==> src/rtl/fir_frame_rx.sv <==
// fir_frame_rx: receive-side framer for the FIR output stream.
// Packs the free-running FIR sample stream into FRAME_LEN-sample frames held
// in a two-bank ping-pong buffer and replays completed frames over a
// valid/ready handshake. Samples arriving while the target bank is full are
// dropped and flagged via the sticky overflow output.
// Optional feature macro: FIR_FRAME_RX_DROP_CNT_EN builds the 16-bit
// saturating dropped-sample counter; otherwise drop_cnt is tied to zero.
module fir_frame_rx #(
    parameter int FRAME_LEN = 16,
    parameter int IDXW      = 4,
    parameter int DW        = 16
) (
    input  logic            clk,
    input  logic            rst,
    input  logic            fir_valid,
    input  logic [DW-1:0]   fir_d,
    output logic            out_valid,
    input  logic            out_ready,
    output logic [DW-1:0]   out_data,
    output logic [IDXW-1:0] out_idx,
    output logic            out_last,
    output logic            overflow,
    output logic [15:0]     drop_cnt
);

    localparam logic [IDXW-1:0] LAST_IDX = IDXW'(FRAME_LEN - 1);

    logic [DW-1:0]   mem_q [2][FRAME_LEN];
    logic [1:0]      full_q,    full_d;
    logic            wr_bank_q, wr_bank_d;
    logic            rd_bank_q, rd_bank_d;
    logic [IDXW-1:0] wr_ptr_q,  wr_ptr_d;
    logic [IDXW-1:0] rd_idx_q,  rd_idx_d;
    logic            overflow_q, overflow_d;
    logic            store, drop, xfer;

    // Next-state for write/read pointers, bank selects and full flags.
    // Full flags are only set on a not-full write bank and only cleared on a
    // full read bank, so the two updates never touch the same bank.
    always_comb begin
        store      = fir_valid && !full_q[wr_bank_q];
        drop       = fir_valid &&  full_q[wr_bank_q];
        xfer       = full_q[rd_bank_q] && out_ready;
        full_d     = full_q;
        wr_bank_d  = wr_bank_q;
        rd_bank_d  = rd_bank_q;
        wr_ptr_d   = wr_ptr_q;
        rd_idx_d   = rd_idx_q;
        overflow_d = overflow_q | drop;

        if (store) begin
            if (wr_ptr_q == LAST_IDX) begin
                full_d[wr_bank_q] = 1'b1;
                wr_ptr_d          = '0;
                wr_bank_d         = ~wr_bank_q;
            end else begin
                wr_ptr_d = wr_ptr_q + IDXW'(1);
            end
        end else if (!fir_valid) begin
            // A gap in the stream abandons any partial frame.
            wr_ptr_d = '0;
        end

        if (xfer) begin
            if (rd_idx_q == LAST_IDX) begin
                full_d[rd_bank_q] = 1'b0;
                rd_idx_d          = '0;
                rd_bank_d         = ~rd_bank_q;
            end else begin
                rd_idx_d = rd_idx_q + IDXW'(1);
            end
        end
    end

    // Control state registers.
    always_ff @(posedge clk or posedge rst) begin
        if (rst) begin
            full_q     <= '0;
            wr_bank_q  <= 1'b0;
            rd_bank_q  <= 1'b0;
            wr_ptr_q   <= '0;
            rd_idx_q   <= '0;
            overflow_q <= 1'b0;
        end else begin
            full_q     <= full_d;
            wr_bank_q  <= wr_bank_d;
            rd_bank_q  <= rd_bank_d;
            wr_ptr_q   <= wr_ptr_d;
            rd_idx_q   <= rd_idx_d;
            overflow_q <= overflow_d;
        end
    end

    // Sample storage: zero-filled on reset, one write per accepted sample.
    always_ff @(posedge clk or posedge rst) begin
        if (rst) begin
            for (int unsigned b = 0; b < 2; b++) begin
                for (int unsigned i = 0; i < FRAME_LEN; i++) begin
                    mem_q[b][i] <= '0;
                end
            end
        end else if (store) begin
            mem_q[wr_bank_q][wr_ptr_q] <= fir_d;
        end
    end

`ifdef FIR_FRAME_RX_DROP_CNT_EN
    logic [15:0] drop_cnt_q, drop_cnt_d;

    // Saturating count of dropped samples.
    always_comb begin
        drop_cnt_d = drop_cnt_q;
        if (drop && (drop_cnt_q != 16'hFFFF)) begin
            drop_cnt_d = drop_cnt_q + 16'd1;
        end
    end

    // Drop counter register.
    always_ff @(posedge clk or posedge rst) begin
        if (rst) begin
            drop_cnt_q <= '0;
        end else begin
            drop_cnt_q <= drop_cnt_d;
        end
    end

    assign drop_cnt = drop_cnt_q;
`else
    assign drop_cnt = '0;
`endif

    assign out_valid = full_q[rd_bank_q];
    assign out_data  = mem_q[rd_bank_q][rd_idx_q];
    assign out_idx   = rd_idx_q;
    assign out_last  = (rd_idx_q == LAST_IDX);
    assign overflow  = overflow_q;

endmodule

==> config.mk <==
export PLATFORM = sky130hd
export DESIGN_NAME = fir_frame_rx
export DESIGN_NICKNAME = d
export VERILOG_FILES = /design/src/rtl/fir_frame_rx.sv
export SDC_FILE = /design/constraint.sdc
export NUM_CORES = 1
export LEC_CHECK = 0
export CAP_MARGIN = 20
export CORE_UTILIZATION = 60
export CTS_CLUSTER_DIAMETER = 120
export DETAILED_ROUTE_END_ITERATION = 12
export PLACE_DENSITY = 0.75
export REMOVE_ABC_BUFFERS = 1
export SYNTH_ARGS = -nofsm -noshare
export SYNTH_HDL_FRONTEND = slang
export SYNTH_SLANG_ARGS = --single-unit
==> constraint.sdc <==
create_clock -name clk -period 31.6 [get_ports clk]
set_input_delay 6.32 -clock clk [delete_from_list [all_inputs] [get_ports clk]]
set_output_delay 6.32 -clock clk [all_outputs]
set_load 0.005 [all_outputs]
### Word-level counts from Yosys, hierarchy flattened

Cells that the tools add are included.

* flip-flop bits (word level): 525
* output and inout port bits: 39

* multiplexer cells: 27
* add/subtract/negate cells: 2
* $lt $le $gt $ge: 10
* bitwise operators: 10
* reduce and logical (&&, ||, !) cells: 10
* equality and inequality tests: 3

Operators with widths (number)
* $mux W256: 4
* $bwmux W512: 1
* $demux W256 S1: 1
* $bmux W16 S4: 1
* $demux W16 S4: 1
* $mux W16: 3
* $mux W4: 4
* $ge A5 B5 Y1 const B: 2
* $not A4 Y5: 2
* $add A4 B1 Y4 const B: 2
* $eq A4 B4 Y1 const B: 2
* $mux W2: 4
* $logic_and A1 B1 Y1: 7
* $mux W1: 6
* $lt A5 B1 Y1 const B: 1
* $ge A2 B2 Y1 const B: 2
* $lt A1 B2 Y1 const B: 2
* $not A1 Y2: 2
* $reduce_and A2 Y1: 2
* $and A2 B2 Y2: 1
* $demux W1 S1: 2
* $ge A1 B1 Y1 const B: 2
* $lt A2 B1 Y1 const B: 1
* $ne A2 B1 Y1 const B: 1
* 5 further kinds: 6

### Logic depth before layout (Yosys ltp)

* depth after elaboration: 10
* depth in mapped cells: 8
* gate-level depth less buffers: 5

### Least setup slack after synthesis

No wires, ideal clock.

* kind: register -> output
* start: reg rd_idx_q[0], in the netlist out_idx[0]
* end: out out_data[0]
* path slack: 23.776 ns
* arrival time: 1.504 ns
* cell stages (with the launch flop): 7
* required time: 25.280 ns
* cells stage by stage: dfrtp_1 > nor2_1 > buf_2 > buf_2 > a22oi_1 > nand3_1 > nand3_1

* longest elaborated chain between the ends: 4

Ends and longest elaborated chain
* from (decl): RTL line 33 `logic [IDXW-1:0] rd_idx_q, rd_idx_d;`
* from (signal assigned): RTL line 89 `rd_idx_q <= rd_idx_d;`
* $not A4 Y5 (implied by the code): RTL line 133 `assign out_data = mem_q[rd_bank_q][rd_idx_q];`
* $bmux W16 S4: RTL line 133
* $mux W16 (implied by the code) (2 in a row): RTL line 133
* to (decl): RTL line 19 `output logic [DW-1:0] out_data,`

Every way passes these cells. The select of a mux whose other input is x is not followed.

### Final worst setup path

* start: reg rd_bank_q
* end: out out_data[8]

* longest elaborated chain between the ends: 7

Ends and longest elaborated chain
* from (decl): RTL line 31 `logic rd_bank_q, rd_bank_d;`
* from (signal assigned): RTL line 87 `rd_bank_q <= rd_bank_d;`
* $not A1 Y2 (implied by the code): RTL line 133
* $mux W256 (implied by the code) (3 in a row): RTL line 133
* $bmux W16 S4: RTL line 133
* $mux W16 (implied by the code) (2 in a row): RTL line 133

Every way passes these cells. The select of a mux whose other input is x is not followed.

==> flow_metrics.tcl <==
set metrics [dict create \
    rr_worst_depth 4 \
    io_buffers 42 \
    dp_hpwl_um 32600 \
    syn-cell-area_um2 25500 \
    cts.path.max_buffers 3 \
    critPathRequiredTime_ns 25.28 \
    synth_area_per_cell_um2 14.1 \
    use_met3_pct 3.37 \
    track_usage_pct 28.0 \
    critPathMaxStageDelay_ns 0.78 \
    root_buffer "clkbuf_16" \
    postLayoutCellArea_um2 27900 \
    clk_latency_ns 0.59 \
    ctsResizeCount 0 \
    via_per_inst 6.24 \
    postPlaceCellArea_um2 25800 \
    maxCapViolCount 0 \
    clk_pin_slew_ns 0.06 \
    fin_crit_sh_pct 33.1 \
    nets 1808 \
    fp.dieH_um 208 \
    hold_violations 0 \
    syn_inst 1811 \
    finalCriticalPeriod_ns 10.46 \
    fp-row-count 75 \
    crit_type "reg -> out" \
    critPathMaxFanout 45 \
    drc 2 \
    synth_edf_count 0 \
    violations "design-rule violations" \
    crit_chain "buf_4 > buf_4 > mux2i_1 > a22oi_1 > nand3_1 > nand3_1 > clkdlybuf4s50_1" \
    slew_viol_final 0 \
    grt_pass1_vias 15752 \
    diodes 0 \
    async_reset_ff_share_pct 100 \
    numCtsBuffers 53 \
    nFillCells 3049 \
    cts-hold-fix-buffers 0 \
    grt_max_degree 150 \
    ant_nets 0 \
    outcome "finished, violations left" \
    overflow 0 \
    power_density_nw_per_um2 71.2 \
    drtIter0Drc 986 \
    cts_tree "yes" \
    drive_gt1_share_pct 35.7 \
    antenna_found_initial 0 \
    ys_seq_area_share_pct 51.5 \
    finalSetupViolCount 0 \
    relSlewSlack_pct 20.7 \
    synth_ff_type "dfrtp_1" \
    initial_core_util_pct 60.8 \
    arrival_ns 4.14 \
    grt_pass1_wl_um 93200 \
    p_leak_nw 14.1 \
    synth-seq-cells 525 \
    ctsHtreeMaxLevel 2 \
    yosys.cell_types.count 44 \
    firstDrtPassIters 10 \
    cts_sinks 525 \
    worstMarginPinSlew_ns 1.19 \
    io_pins 59 \
    die_w_um 208 \
    final.setup.tns_ns 0 \
    cts_setup_buffers 0 \
    max_freq_ghz 0.0956 \
    vias 14749 \
    area_delta_synth_final_pct 9.26 \
    min_path_cells 1 \
    ir_worst_vdd_v 0.000104 \
    cp_slowest_cell "dfrtp_4" \
    grt_util_met1_pct 39.3 \
    wl_per_cell_um 25.1 \
    core_area_um2 41900 \
    startpoint_type "flop" \
    die_area_um2 43300 \
    rsz0062_at_grt "no" \
    synth.yosys.warnings 0 \
    skew_ns 0.0157 \
    totalWireLength_um 59300 \
    place_congestion 0.788 \
    min_path_type "reg -> reg" \
    end_kind "output pin" \
    grt_use_met2_pct 45.8 \
    grt.busiest_layer "met2" \
]
## area by class of cell
cell class | count | area (um^2) | share of cell area, %
sequential | 525 | 13100 | 47.2
tap | 539 | 674 | 2.42
inverter | 5 | 26.3 | 0.0943
timing repair buffer | 72 | 888 | 3.19
clock inverter | 11 | 82.6 | 0.296
multi-input combinational | 1126 | 11400 | 40.9
clock buffer | 84 | 1640 | 5.90
## layer usage
metal / wire (um) / part of all wire, % / vias up
li1: - / - / 6455
met1: 26900 / 45 / 7846
met2: 28300 / 48 / 342
met3: 2450 / 4.1 / 106
met4: 1620 / 2.7 / 0
met5: 0 / 0 / -
## worst paths after layout
check                           from           to  slack (ns)
setup reg to reg           rd_bank_q   out_idx[0]       28.87
max in group asynchronous        rst     mem_q[6]       23.20
setup / recovery           rd_bank_q  out_data[8]       21.14
min in group asynchronous        rst   mem_q[428]        6.33
hold / removal              overflow     overflow        0.46
hold reg to reg             overflow     overflow        0.46
## placed cells by master (no fill, tap or decap), types with 34 or more instances in the layout
cell / instances
mux2i_1: 256
nand3_1: 49
mux2_4: 159
mux2_2: 329
a22oi_1: 64
clkbuf_16: 54
clkdlybuf4s50_1: 42
nand2_1: 41
dfrtp_1: 524
a21oi_1: 34
## critical path: cells and delay by family, from the launching register on
kind,cells,cell delay (ns)
muxes,1,0.16
buffers and inverters,3,2.01
DFF,1,0.78
and+or+nand+nor,2,0.36
AOI/OAI and AO/OA,1,0.21
## cells in the mapped netlist, types with 3 or more instances
cell type	count	area share (%)
nand2_1	41	0.60
mux2_2	329	15
nand2_2	3	0.074
clkbuf_1	64	0.94
and2_1	10	0.25
nand3_2	4	0.16
nand2_4	10	0.44
nor2_8	3	0.24
a21oi_1	34	0.67
nor2_1	5	0.074
buf_4	32	0.94
mux2_4	159	9.4
a22o_1	32	1.1
mux2i_1	256	10
buf_2	41	0.80
nand3_1	49	0.96
nor2b_1	4	0.098
buf_1	7	0.10
nor3_1	16	0.31
nand2_8	8	0.63
a31oi_1	17	0.42
inv_1	5	0.074
dfrtp_1	525	52
ha_1	5	0.25
nand2b_1	3	0.074
mux2_1	27	1.2
a22oi_1	64	1.9
buf_6	24	1.1
nor2_4	12	0.53
o21ai_0	4	0.078
## power breakdown
group | switching, W | internal, W
clock network | 0.000259 | 0.000362
logic | 0.000351 | 0.000270
registers | 0.0000344 | 0.000707
## sequential cells by signal, indices dropped and copies added (netlist names)
| register | cells |
|---|---|
| wr_ptr_q | 4 |
| rd_bank_q | 1 |
| out_idx | 4 |
| full_q | 2 |
| wr_bank_q | 1 |
| mem_q | 512 |
| overflow | 1 |
## per-stage QoR
step           instances  power (W)  setup WS [ns]  utilization, %  hold WS [ns]
2_1_floorplan       1656    0.00126          10.61               -         0.451
3_3_place_gp        2251    0.00136          21.82            61.5         0.443
3_5_place_dp        2253    0.00136          21.79            61.6         0.451
4_1_cts             2348    0.00199          21.14            65.7         0.467
5_1_grt             2362    0.00206          21.01            66.4         0.469
6_report            2362    0.00198          21.14            66.4         0.463
## cell families after synthesis
group	after synthesis	synth area share [%]
and+or+nand+nor	172	4.56
buffers and inverters	175	4.06
adders and majority gates	5	0.245
AOI/OAI and AO/OA	160	4.42
muxes	771	35.1
DFF	525	51.5
xor gates and xnor gates	2	0.0687
other	1	0.0147
(Power assumes the default switching activity.)
